$ cat src/rtl/pixie_line_fetch_if.sv
// Port-B bus between the Pixie line fetcher (master) and the shared dual-port RAM (slave).
interface pixie_line_fetch_if #(parameter int ADDR_WIDTH = 14);
  logic                  ram_cs_b;
  logic                  ram_we_b;
  logic [ADDR_WIDTH-1:0] ram_ad_b;
  logic [7:0]            ram_d_b;
  logic                  b_ack;
  logic [7:0]            ram_q_b;

  modport master (output ram_cs_b, ram_we_b, ram_ad_b, ram_d_b,
                  input  b_ack, ram_q_b);
  modport slave  (input  ram_cs_b, ram_we_b, ram_ad_b, ram_d_b,
                  output b_ack, ram_q_b);
endinterface

$ cat src/rtl/pixie_line_fetch.sv
// CDP1861 display-line fetcher: 8-byte RAM fetch into a back buffer, swap on line_start, 64-pixel MSB-first shifter.
// Optional PIXIE_FETCH_STATS_EN adds a saturating underrun_cnt output.
module pixie_line_fetch #(
  parameter int ADDR_WIDTH      = 14,
  parameter int LINES_PER_FRAME = 32
) (
  input  logic                  clk_sys,
  input  logic                  reset,
  input  logic                  frame_start,
  input  logic [ADDR_WIDTH-1:0] base_addr,
  input  logic                  line_req,
  input  logic                  line_start,
  input  logic                  pix_ce,
  pixie_line_fetch_if.master    ram,
  output logic                  pixel,
  output logic                  pix_valid,
  output logic                  line_ready,
  output logic                  busy,
  output logic                  underrun
`ifdef PIXIE_FETCH_STATS_EN
  ,
  output logic [7:0]            underrun_cnt
`endif
);

  localparam int LCW = $clog2(LINES_PER_FRAME + 1);
  localparam logic [1:0] S_IDLE = 2'd0;
  localparam logic [1:0] S_REQ  = 2'd1;
  localparam logic [1:0] S_WAIT = 2'd2;

  logic [1:0]            state;
  logic [2:0]            byte_idx;
  logic [LCW-1:0]        line_cnt;
  logic [ADDR_WIDTH-1:0] line_addr;
  logic [ADDR_WIDTH-1:0] ad_q;
  logic                  cs_q;
  logic [0:7][7:0]       back;
  logic [63:0]           front;
  logic [5:0]            bit_cnt;
  logic [5:0]            bit_nxt;
  logic                  start_ok;
  logic                  start_bad;

  assign start_ok  = line_start &&  line_ready;
  assign start_bad = line_start && !line_ready;
  assign bit_nxt   = bit_cnt + 6'd1;

  assign ram.ram_cs_b = cs_q;
  assign ram.ram_ad_b = ad_q;
  assign ram.ram_we_b = 1'b0;
  assign ram.ram_d_b  = 8'h00;

  // Fetch FSM; frame_start overrides everything, including a same-cycle ack.
  always_ff @(posedge clk_sys) begin
    if (reset) begin
      state      <= S_IDLE;
      byte_idx   <= '0;
      line_cnt   <= '0;
      line_addr  <= '0;
      ad_q       <= '0;
      cs_q       <= 1'b0;
      busy       <= 1'b0;
      line_ready <= 1'b0;
      underrun   <= 1'b0;
      back       <= '0;
    end else begin
      cs_q <= 1'b0;
      if (start_ok)  line_ready <= 1'b0;
      if (start_bad) underrun   <= 1'b1;
      if (frame_start) begin
        state      <= S_IDLE;
        busy       <= 1'b0;
        byte_idx   <= '0;
        line_cnt   <= '0;
        line_addr  <= base_addr;
        line_ready <= 1'b0;
        underrun   <= 1'b0;
      end else begin
        case (state)
          S_IDLE: begin
            if (line_req && !line_ready && line_cnt < LCW'(LINES_PER_FRAME)) begin
              state <= S_REQ;
              busy  <= 1'b1;
              cs_q  <= 1'b1;
              ad_q  <= line_addr + ADDR_WIDTH'(byte_idx);
            end
          end
          S_REQ: state <= S_WAIT;
          S_WAIT: begin
            if (ram.b_ack) begin
              back[byte_idx] <= ram.ram_q_b;
              if (byte_idx == 3'd7) begin
                state      <= S_IDLE;
                busy       <= 1'b0;
                byte_idx   <= '0;
                line_ready <= 1'b1;
                line_cnt   <= line_cnt + LCW'(1);
                line_addr  <= line_addr + ADDR_WIDTH'(8);
              end else begin
                state    <= S_REQ;
                byte_idx <= byte_idx + 3'd1;
                cs_q     <= 1'b1;
                ad_q     <= line_addr + ADDR_WIDTH'(byte_idx + 3'd1);
              end
            end
          end
          default: state <= S_IDLE;
        endcase
      end
    end
  end

  // front[63] is byte 0 bit 7, so the pixel for bit_cnt n lives at front[~n].
  always_ff @(posedge clk_sys) begin
    if (reset) begin
      front     <= '0;
      bit_cnt   <= '0;
      pix_valid <= 1'b0;
      pixel     <= 1'b0;
    end else if (start_ok) begin
      front     <= back;
      bit_cnt   <= '0;
      pix_valid <= 1'b1;
      pixel     <= back[0][7];
    end else if (start_bad) begin
      pix_valid <= 1'b0;
      pixel     <= 1'b0;
    end else if (pix_ce && pix_valid) begin
      if (bit_cnt == 6'd63) begin
        pix_valid <= 1'b0;
        pixel     <= 1'b0;
      end else begin
        bit_cnt <= bit_nxt;
        pixel   <= front[~bit_nxt];
      end
    end
  end

`ifdef PIXIE_FETCH_STATS_EN
  always_ff @(posedge clk_sys) begin
    if (reset || frame_start)
      underrun_cnt <= 8'd0;
    else if (start_bad && underrun_cnt != 8'hFF)
      underrun_cnt <= underrun_cnt + 8'd1;
  end
`endif

endmodule
$ cat src/flat_wrapper.sv
// flat-port wrapper written by rule: the top's interface ports become plain ports
module pixie_line_fetch_flat 
#(
  parameter int ADDR_WIDTH      = 14,
  parameter int LINES_PER_FRAME = 32
)
  (clk_sys, reset, frame_start, base_addr, line_req, line_start, pix_ce, pixel, pix_valid, line_ready, busy, underrun, ram_ram_cs_b, ram_ram_we_b, ram_ram_ad_b, ram_ram_d_b, ram_b_ack, ram_ram_q_b);
  pixie_line_fetch_if #(.ADDR_WIDTH(ADDR_WIDTH)) ram_i ();
  input  logic clk_sys;
  input  logic reset;
  input  logic frame_start;
  input  logic [ADDR_WIDTH-1:0] base_addr;
  input  logic line_req;
  input  logic line_start;
  input  logic pix_ce;
  output logic pixel;
  output logic pix_valid;
  output logic line_ready;
  output logic busy;
  output logic underrun;
  output wire logic [$bits(ram_i.ram_cs_b)-1:0] ram_ram_cs_b;
  output wire logic [$bits(ram_i.ram_we_b)-1:0] ram_ram_we_b;
  output wire logic [$bits(ram_i.ram_ad_b)-1:0] ram_ram_ad_b;
  output wire logic [$bits(ram_i.ram_d_b)-1:0] ram_ram_d_b;
  input wire logic [$bits(ram_i.b_ack)-1:0] ram_b_ack;
  input wire logic [$bits(ram_i.ram_q_b)-1:0] ram_ram_q_b;
  assign ram_ram_cs_b = ram_i.ram_cs_b;
  assign ram_ram_we_b = ram_i.ram_we_b;
  assign ram_ram_ad_b = ram_i.ram_ad_b;
  assign ram_ram_d_b = ram_i.ram_d_b;
  assign ram_i.b_ack = ram_b_ack;
  assign ram_i.ram_q_b = ram_ram_q_b;
  pixie_line_fetch #(.ADDR_WIDTH(ADDR_WIDTH), .LINES_PER_FRAME(LINES_PER_FRAME)) u_core (.clk_sys(clk_sys), .reset(reset), .frame_start(frame_start), .base_addr(base_addr), .line_req(line_req), .line_start(line_start), .pix_ce(pix_ce), .ram(ram_i), .pixel(pixel), .pix_valid(pix_valid), .line_ready(line_ready), .busy(busy), .underrun(underrun));
endmodule
$ cat config.mk
export PLATFORM = sky130hd
export DESIGN_NAME = pixie_line_fetch_flat
export DESIGN_NICKNAME = d
export VERILOG_FILES = /design/src/rtl/pixie_line_fetch_if.sv /design/src/rtl/pixie_line_fetch.sv /design/src/flat_wrapper.sv
export SDC_FILE = /design/constraint.sdc
export NUM_CORES = 1
export LEC_CHECK = 0
export BUFFER_PORTS_ARGS = -buffer_cell sky130_fd_sc_hd__buf_4
export CAP_MARGIN = 0
export CORE_MARGIN = 4
export CORE_UTILIZATION = 31
export CTS_BUF_LIST = sky130_fd_sc_hd__clkbuf_2
export DETAILED_ROUTE_END_ITERATION = 7
export PLACE_DENSITY_LB_ADDON = 0.25
export SLEW_MARGIN = 30
export SYNTH_ARGS = -nofsm -noshare
export SYNTH_HDL_FRONTEND = slang
export SYNTH_SLANG_ARGS = --single-unit
$ cat constraint.sdc
create_clock -name clk_sys -period 2.9 [get_ports clk_sys]
set_input_delay 0.145 -clock clk_sys [delete_from_list [all_inputs] [get_ports clk_sys]]
set_output_delay 0.145 -clock clk_sys [all_outputs]
set_load 0.03 [all_outputs]
==> results.cfg, run 1 <==
[outcome]
outcome = finished, final reports clean

[worst_setup_path]
max_stage_delay_ns = 0.56
required_ns = 3.56
cp_data_arrival_time_ns = 3.36
cp_top_family = simple AND/OR/NAND/NOR gates
cp_max_fo = 7
cp_slowest_cell = dlygate4sd3_1
worstPathCellList = ha_1 > ha_1 > and4b_1 > nand2_1 > or3_1 > xnor2_1 > mux2i_1 > dlygate4sd3_1 > nor2_1
cp-start-kind = register
timing.critical_path.mode_cell = ha_1
r2r_slack_ns = 0.20
critPathKind = register to register
end_kind = register
cp_num_buf_inv = 1

[floorplan]
die_area_sq_um = 27400
rows = 57
initial_core_util_pct = 31.5
fp.dieW_microns = 165
die_h_microns = 165
num_io_pins = 58
core-area_sq_um = 24400

[route]
ant_nets = 0
vias_per_cell = 4.67
drc = 0
drt_iter0_drc = 389
wl_microns = 18500
num_vias = 5922
first_pass_iters = 5
detail_route.wl_per_cell_microns = 14.6

[yosys]
ys_types = 49
async_flop_share_pct = 0
yosysSeqAreaShare_pct = 46.6
yosys_warnings = 0
synth_seq_cells = 179
syn_inst = 866
syn_area_per_cell_sq_um = 8.88
netlist_area_sq_um = 7690
synthFlopType = dfxtp_1
synth-edff-count = 0

[timing]
drv_slew = 0
fin_crit_sh_pct = 93.1
period_minus_slack_ns = 2.70
fmax_ghz = 0.370
worst_pin_slew_ns = 0.708
tns_ns = 0
setup_viol = 0
slew_headroom_pct = 52.8
finalHoldViolations = 0
final.setup_skew_ns = 0.0522
rsz0062_at_grt = no

[cts]
cts_max_level = 4
cts_tree = yes
cts_buffers = 17
cts_root_buf = clkbuf_2
clockBufferDepth = 2
clock_latency_ns = 0.76
clkTransAtPathRegs_ns = 0.26
clock_sinks = 179

[power]
ir_worst_vdd_mv = 0.204
powerDensity_nw_per_um2 = 447
p_leak_nw = 3.31

[global_routing]
grt-ovfl-total = 0
grt_pass1_vias = 5635
grt.total_usage_pct = 14.2
antenna_found_initial = 1
grt_start_max_net_pins = 118
grt_first_pass_wirelength_microns = 30500

[job]
maxCapViolations = 0

[layout]
utilization_pct = 36.8
final_cell_mix = 179 x dfxtp_1, 160 x nand2_1, 114 x nor2_1, 91 x a21oi_1, 73 x mux2i_1
drive_gt1_share_pct = 13.7
area_growth_pct = 16.9
final_common_cell = dfxtp_1
nets = 969

[place]
hpwlAfterDp_microns = 11900
gp_congestion = 0.778
numPortBuffers = 48

[worst_hold_path]
hold_class = primary input to register
[layer usage]
metal | wire length, microns | up-vias | GRT usage (%)
li1 | - | 3032 | -
met1 | 9390 | 2785 | 20.7
met2 | 8250 | 89 | 21.3
met3 | 659 | 16 | 2.83
met4 | 236 | 0 | 3.86
met5 | 0 | - | 0
[tightest hold or removal path: stages]
cell and delay [ns]:
dlygate4sd3_1 0.54, buf_4 0.14, nand2b_1 0.10, a21oi_1 0.05
[through the flow]
| step | area, sq um | power, W | std cells | setup slack (ns) | hold WS, ns |
|---|---|---|---|---|---|
| floorplan | 7720 | 0.00272 | 874 | 0.503 | 0.288 |
| global placement | 8310 | 0.00282 | 1187 | 0.350 | 0.377 |
| detailed placement | 8310 | 0.00282 | 1187 | 0.319 | 0.386 |
| CTS | 8940 | 0.00408 | 1261 | 0.118 | 0.182 |
| global route | 8980 | 0.00423 | 1267 | 0.0543 | 0.169 |
| finish | 8980 | 0.00402 | 1267 | 0.200 | 0.255 |
[worst paths after layout]
kind                           start              endpoint  cells past startpoint
hold reg to reg      u_core.back[52]      u_core.front[52]                      2
hold / removal             ram_b_ack       u_core.state[1]                      4
setup reg to reg  u_core.byte_idx[0]  u_core.line_addr[13]                      9
setup / recovery  u_core.byte_idx[0]  u_core.line_addr[13]                      9
[flip-flops by register name (all words and copies together), names as in the netlist, 2 cells and up]
name                 count
u_core.back             64
u_core.byte_idx          3
u_core.state             2
u_core.line_cnt          6
u_core.ram.ram_ad_b     14
u_core.bit_cnt           6
u_core.front            64
u_core.line_addr        14
[final cells by class]
cell class | instances | area [sq um]
well taps | 324 | 405
fillers | 2553 | 15400
repair buffers | 113 | 981
flip-flops and latches | 179 | 3580
clock buffers | 17 | 85.1
inverters | 8 | 30.0
clock inverters | 14 | 119
diodes | 1 | 2.50
multi-input cells | 611 | 3780
[kinds of logic (layout without fill, tap and decap cells)]
family	after synthesis	in the layout	share of synthesized area (%)
mux	91	91	14.5
buf+inv	84	152	4.77
simple gates	344	344	19.2
other cells	1	10	0.0488
xor+xnor	35	35	3.99
flops	179	179	46.6
compound gates	122	122	9.18
fa+ha+maj	10	10	1.73
[Yosys cell counts, types with 9 or more instances]
| master | count | area, sq um |
|---|---|---|
| nand2_1 | 161 | 604 |
| dfxtp_1 | 179 | 3580 |
| mux4_2 | 16 | 360 |
| nand3_1 | 17 | 85.1 |
| mux2i_1 | 73 | 731 |
| a211oi_1 | 12 | 90.1 |
| clkbuf_1 | 56 | 210 |
| ha_1 | 9 | 113 |
| a21oi_1 | 91 | 455 |
| nor2_1 | 114 | 428 |
| xor2_1 | 10 | 87.6 |
| xnor2_1 | 25 | 219 |
| buf_4 | 12 | 90.1 |
[what timing repair did]
action                                  in CTS  in global routing
hold buffers                                43                  0
hold endpoints to repair                   118                  0
resized for setup                            0                  0
setup buffers                                0                  5
endpoints found under the setup margin       0                  1
[power by group]
| group | internal (W) | total [W] | switching, W |
|---|---|---|---|
| registers | 0.00250 | 0.00252 | 0.0000281 |
| logic | 0.000126 | 0.000297 | 0.000171 |
| clock network | 0.000251 | 0.00120 | 0.000947 |
| total | 0.00287 | 0.00402 | 0.00115 |
Note: power is estimated with default switching activity, not from simulation.
==> run 2, diff against run 1 <==
- GPL_TIMING_DRIVEN: not set -> 0
==> results.cfg, run 2 (synthesized netlist as in run 1, its figures left out) <==
[power]
p_sw_share_pct = 27.9
switchingPower_w = 0.00115
clockPowerShare_pct = 31.5
p_leak_nw = 3.28
ir_worst_vdd_mv = 0.183
p_int_w = 0.00296
powerDensity_nw_per_um2 = 460
seqPwrFrac_pct = 61.3
comb_power_share_pct = 7.2

[worst_setup_path]
required_ns = 3.58
reg2reg_depth = 9
r2r-start = u_core.byte_idx[0]
reg2reg_to = u_core.ram.ram_ad_b[10]
cp_data_arrival_time_ns = 3.31
critPathKind = register to register
cp-startpoint = u_core.byte_idx[0]
r2r_slack_ns = 0.27
cp-start-kind = register
cp_max_fo = 7
crit_path_end = u_core.ram.ram_ad_b[10]
end_kind = register

[cts]
clock_sinks = 179
cts_buffers = 17
clockBufferDepth = 2
cts_max_level = 4
clkTransAtPathRegs_ns = 0.28
cts_setup_buffers = 0
cts_tree = yes
cts_root_buf = clkbuf_2
clock_latency_ns = 0.74

[floorplan]
initial_core_util_pct = 31.5
rows = 57
num_io_pins = 58
die_area_sq_um = 27400
die_h_microns = 165
core-area_sq_um = 24400
fp.dieW_microns = 165

[timing]
slew_headroom_pct = 36.6
fmax_ghz = 0.380
finalHoldViolations = 0
worst_pin_slew_ns = 0.944
drv_slew = 0
period_minus_slack_ns = 2.63
fin_crit_sh_pct = 90.7
whs_ns = 0.190
rsz0062_at_grt = no
setup_viol = 0
final.setup_skew_ns = 0.0441

[layout]
fillCellCount = 2601
drive_gt1_share_pct = 12.0
utilization_pct = 36.6
final_cell_mix = 179 x dfxtp_1, 161 x nand2_1, 114 x nor2_1, 89 x a21oi_1, 73 x mux2i_1
final_common_cell = dfxtp_1
nets = 997
fin_cells = 1296
reg_top3 = u_core.back x64, u_core.front x64
area_growth_pct = 16.2

[global_routing]
grt_pass1_vias = 5592
grt_start_max_net_pins = 18
grt-ovfl-total = 0
antenna_found_initial = 1
grt_first_pass_wirelength_microns = 30900
grt_use_met2_pct = 23.0
use_met3_pct = 2.61
grt.total_usage_pct = 14.7
top_usage_layer = met2
grt.met1_usage_pct = 20.8

[route]
drc = 0
wl_microns = 19800
first_pass_iters = 4
drt_iter0_drc = 328
vias_per_cell = 4.56
ant_nets = 0
detail_route.wl_per_cell_microns = 15.3
num_vias = 5913

[job]
maxCapViolations = 0

[place]
gp_congestion = 0.847
numPortBuffers = 38
hpwlAfterDp_microns = 14000
dpl.cell_count = 1236

[outcome]
outcome = finished, final reports clean

[worst_hold_path]
hold_class = primary input to register
[run 2: changes by cell type in the layout (fill, tap and decap cells not counted), sizes merged, moves of 2 or more]
cell,delta
inv,-2
dlygate4sd3,-15
clkbuf,+58
buf,-13
[run 2: final cells by class]
type	instances	area, sq um	share of cell area, %
diodes	1	2.50	0.0280
well taps	324	405	4.54
clock buffers	19	95.1	1.06
flip-flops and latches	179	3580	40.1
multi-input cells	611	3770	42.2
repair buffers	66	566	6.33
clock inverters	13	143	1.60
plain buffers	75	335	3.75
inverters	8	30.0	0.336
[run 2: power by group through the flow]
stage	Combinational (W)	Sequential (W)	Clock [W]
global route	0.000322	0.00252	0.00142
global placement	0.000270	0.00256	0
detailed placement	0.000270	0.00256	0
CTS	0.000301	0.00252	0.00134
finish	0.000296	0.00252	0.00129
floorplan	0.000143	0.00258	0
[run 2: what timing repair did]
| action | CTS | global route |
|---|---|---|
| pin swaps | 0 | 0 |
| setup endpoints to repair | 1 | 10 |
| resized for setup | 1 | 4 |
| hold buffers | 28 | 0 |
| hold endpoints to repair | 115 | 0 |
[run 2: worst min path at each step]
stage	start	to	slack, ns	cells past startpoint
after floorplan	base_addr[3]	u_core.line_addr[3]	0.29	2
after global placement	base_addr[9]	u_core.line_addr[9]	0.38	3
after detailed placement	base_addr[12]	u_core.line_addr[12]	0.39	3
after CTS	base_addr[12]	u_core.line_addr[12]	0.08	4
after global routing	base_addr[2]	u_core.line_addr[2]	0.1	4
final	base_addr[12]	u_core.line_addr[12]	0.19	4
[run 2: layer usage]
metal	routed length [microns]	part of all wire, %
met1	9750	49
met2	8870	45
met4	265	1.3
met5	0	0
met3	942	4.8
[run 2: worst max-delay path, stage by stage, from the launching register on]
cell	delay, ns
dfxtp_1	0.44
ha_1	0.22
ha_1	0.30
mux2_2	0.29
ha_1	0.33
a21o_1	0.19
a21oi_2	0.31
nor2b_1	0.11
xnor2_1	0.14
a211oi_1	0.24
[run 2: stage by stage]
stage                     power [W]  setup slack (ns)  instance area, sq um  setup TNS (ns)
after floorplan             0.00272             0.503                  7720               0
after global placement      0.00283            -0.192                  8410          -0.192
after detailed placement    0.00283            -0.191                  8410          -0.191
after CTS                   0.00416            0.0488                  8930               0
after global routing        0.00427            0.0644                  8930               0
final                       0.00411             0.270                  8930               0
==> run 3, diff against run 2 <==
- PLACE_DENSITY_LB_ADDON: 0.25 -> not set
==> results.cfg, run 3 (synthesized netlist as in run 1, its figures left out) <==
[layout]
final_common_cell = dfxtp_1
drive_gt1_share_pct = 11.6
nets = 998
fillCellCount = 2539
seqCellArea_sq_um = 3580
fin_cells = 1296
reg_top3 = u_core.back x64, u_core.front x64
final_cell_mix = 179 x dfxtp_1, 161 x nand2_1, 114 x nor2_1, 89 x a21oi_1, 73 x mux2i_1
multi_input_comb_area_sq_um = 3770
area_growth_pct = 16.0

[route]
vias_per_cell = 4.64
num_vias = 6015
drc = 0
detail_route.wl_per_cell_microns = 14.8
drt_iter0_drc = 407
first_pass_iters = 7
wl_microns = 19200
ant_nets = 0

[timing]
rsz0062_at_grt = no
slew_headroom_pct = 38.5
fmax_ghz = 0.364
drv_slew = 0
period_minus_slack_ns = 2.75
fin_ws_ns = 0.152
finalHoldViolations = 0
fin_crit_sh_pct = 94.8
final.setup_skew_ns = 0.0403
setup_viol = 0
worst_pin_slew_ns = 0.916
whs_ns = 0.0730

[power]
ir_worst_vdd_mv = 0.183
report.power.total_w = 0.00403
powerDensity_nw_per_um2 = 452
p_leak_nw = 3.26

[cts]
clock_sinks = 179
clkTransAtPathRegs_ns = 0.25
cts_root_buf = clkbuf_2
cts_buffers = 17
cts_max_level = 4
cts_setup_buffers = 0
clockBufferDepth = 2
clock_latency_ns = 0.78
cts_tree = yes

[worst_setup_path]
required_ns = 3.57
worstPathCellList = ha_1 > clkbuf_1 > buf_2 > mux4_2 > mux2i_1 > nand3_1 > o2111ai_1 > o221ai_2
critPathKind = register to register
cp_max_fo = 10
max_stage_delay_ns = 0.54
end_kind = register
cp_data_arrival_time_ns = 3.41
cp_slowest_cell = clkbuf_1
cp-start-kind = register
cp_top_family = buffers and inverters
cp_num_buf_inv = 2

[worst_hold_path]
hold_class = primary input to register

[job]
maxCapViolations = 0

[global_routing]
grt_pass1_vias = 5754
grt_use_met2_pct = 23.8
grt.total_usage_pct = 14.7
top_usage_layer = met2
grt_start_max_net_pins = 17
use_met3_pct = 3.18
grt.met1_usage_pct = 19.8
antenna_found_initial = 1
grt-ovfl-total = 0
grt_first_pass_wirelength_microns = 31100

[floorplan]
die_h_microns = 165
initial_core_util_pct = 31.5
rows = 57
core-area_sq_um = 24400
fp.dieW_microns = 165
die_area_sq_um = 27400
num_io_pins = 58

[place]
gp_congestion = 0.814
hpwlAfterDp_microns = 13600
dp_slack_ns = -0.0955
dpl.cell_count = 1236
numPortBuffers = 38

[outcome]
outcome = finished, final reports clean
==> run 3: routing by layer <==
layer | routed length [microns] | part of all wire (%) | vias to the layer above
met5 | 0 | 0 | -
met4 | 371 | 1.9 | 0
met3 | 603 | 3.1 | 26
met2 | 9140 | 47 | 105
met1 | 9130 | 47 | 2800
li1 | - | - | 3084
==> run 3: path summary, 6_finish.rpt <==
kind | slack [ns] | cells past startpoint | to | startpoint
max | 0.15 | 8 | u_core.pixel | u_core.bit_cnt[1]
min | 0.07 | 4 | u_core.pixel | reset
max reg2reg | 0.15 | 8 | u_core.pixel | u_core.bit_cnt[1]
min reg2reg | 0.44 | 2 | u_core.front[14] | u_core.back[14]
==> run 3: report_power, final <==
| group | leakage (nW) | internal (W) | switching (W) |
|---|---|---|---|
| Combinational | 1.68 | 0.000114 | 0.000182 |
| Clock | 0.130 | 0.000325 | 0.000893 |
| Sequential | 1.45 | 0.00249 | 0.0000222 |
| Total | 3.26 | 0.00293 | 0.00110 |
==> run 3: repair_timing <==
item / 4_1_cts / 5_1_grt
cloned: 0 / 0
endpoints found under the setup margin: 1 / 9
hold endpoints to repair: 115 / 0
hold buffers: 28 / 0
resized for setup: 1 / 2
==> run 3: stage by stage <==
step / setup TNS [ns] / cell area [sq um] / utilization (%)
after floorplan: 0 / 7720 / -
after global placement: -0.103 / 8410 / 34.5
after detailed placement: -0.0955 / 8410 / 34.5
after CTS: 0 / 8910 / 36.5
after global routing: 0 / 8920 / 36.6
final: 0 / 8920 / 36.6
==> run 3: cell type report <==
class                      instances  area share, %
clock buffer                      18           1.01
antenna                            1         0.0281
clock inverter                    13           1.46
timing repair buffer              66           6.34
multi-input combinational        611           42.3
buffer                            76           3.79
sequential                       179           40.2
inverter                           8          0.337
tap                              324           4.55
==> run 3: tightest hold or removal path: cells and delay by family <==
kind | cells | cell delay [ns]
AOI/OAI and AO/OA | 2 | 0.18
buffers and inverters | 1 | 0.36
and+or+nand+nor | 1 | 0.14
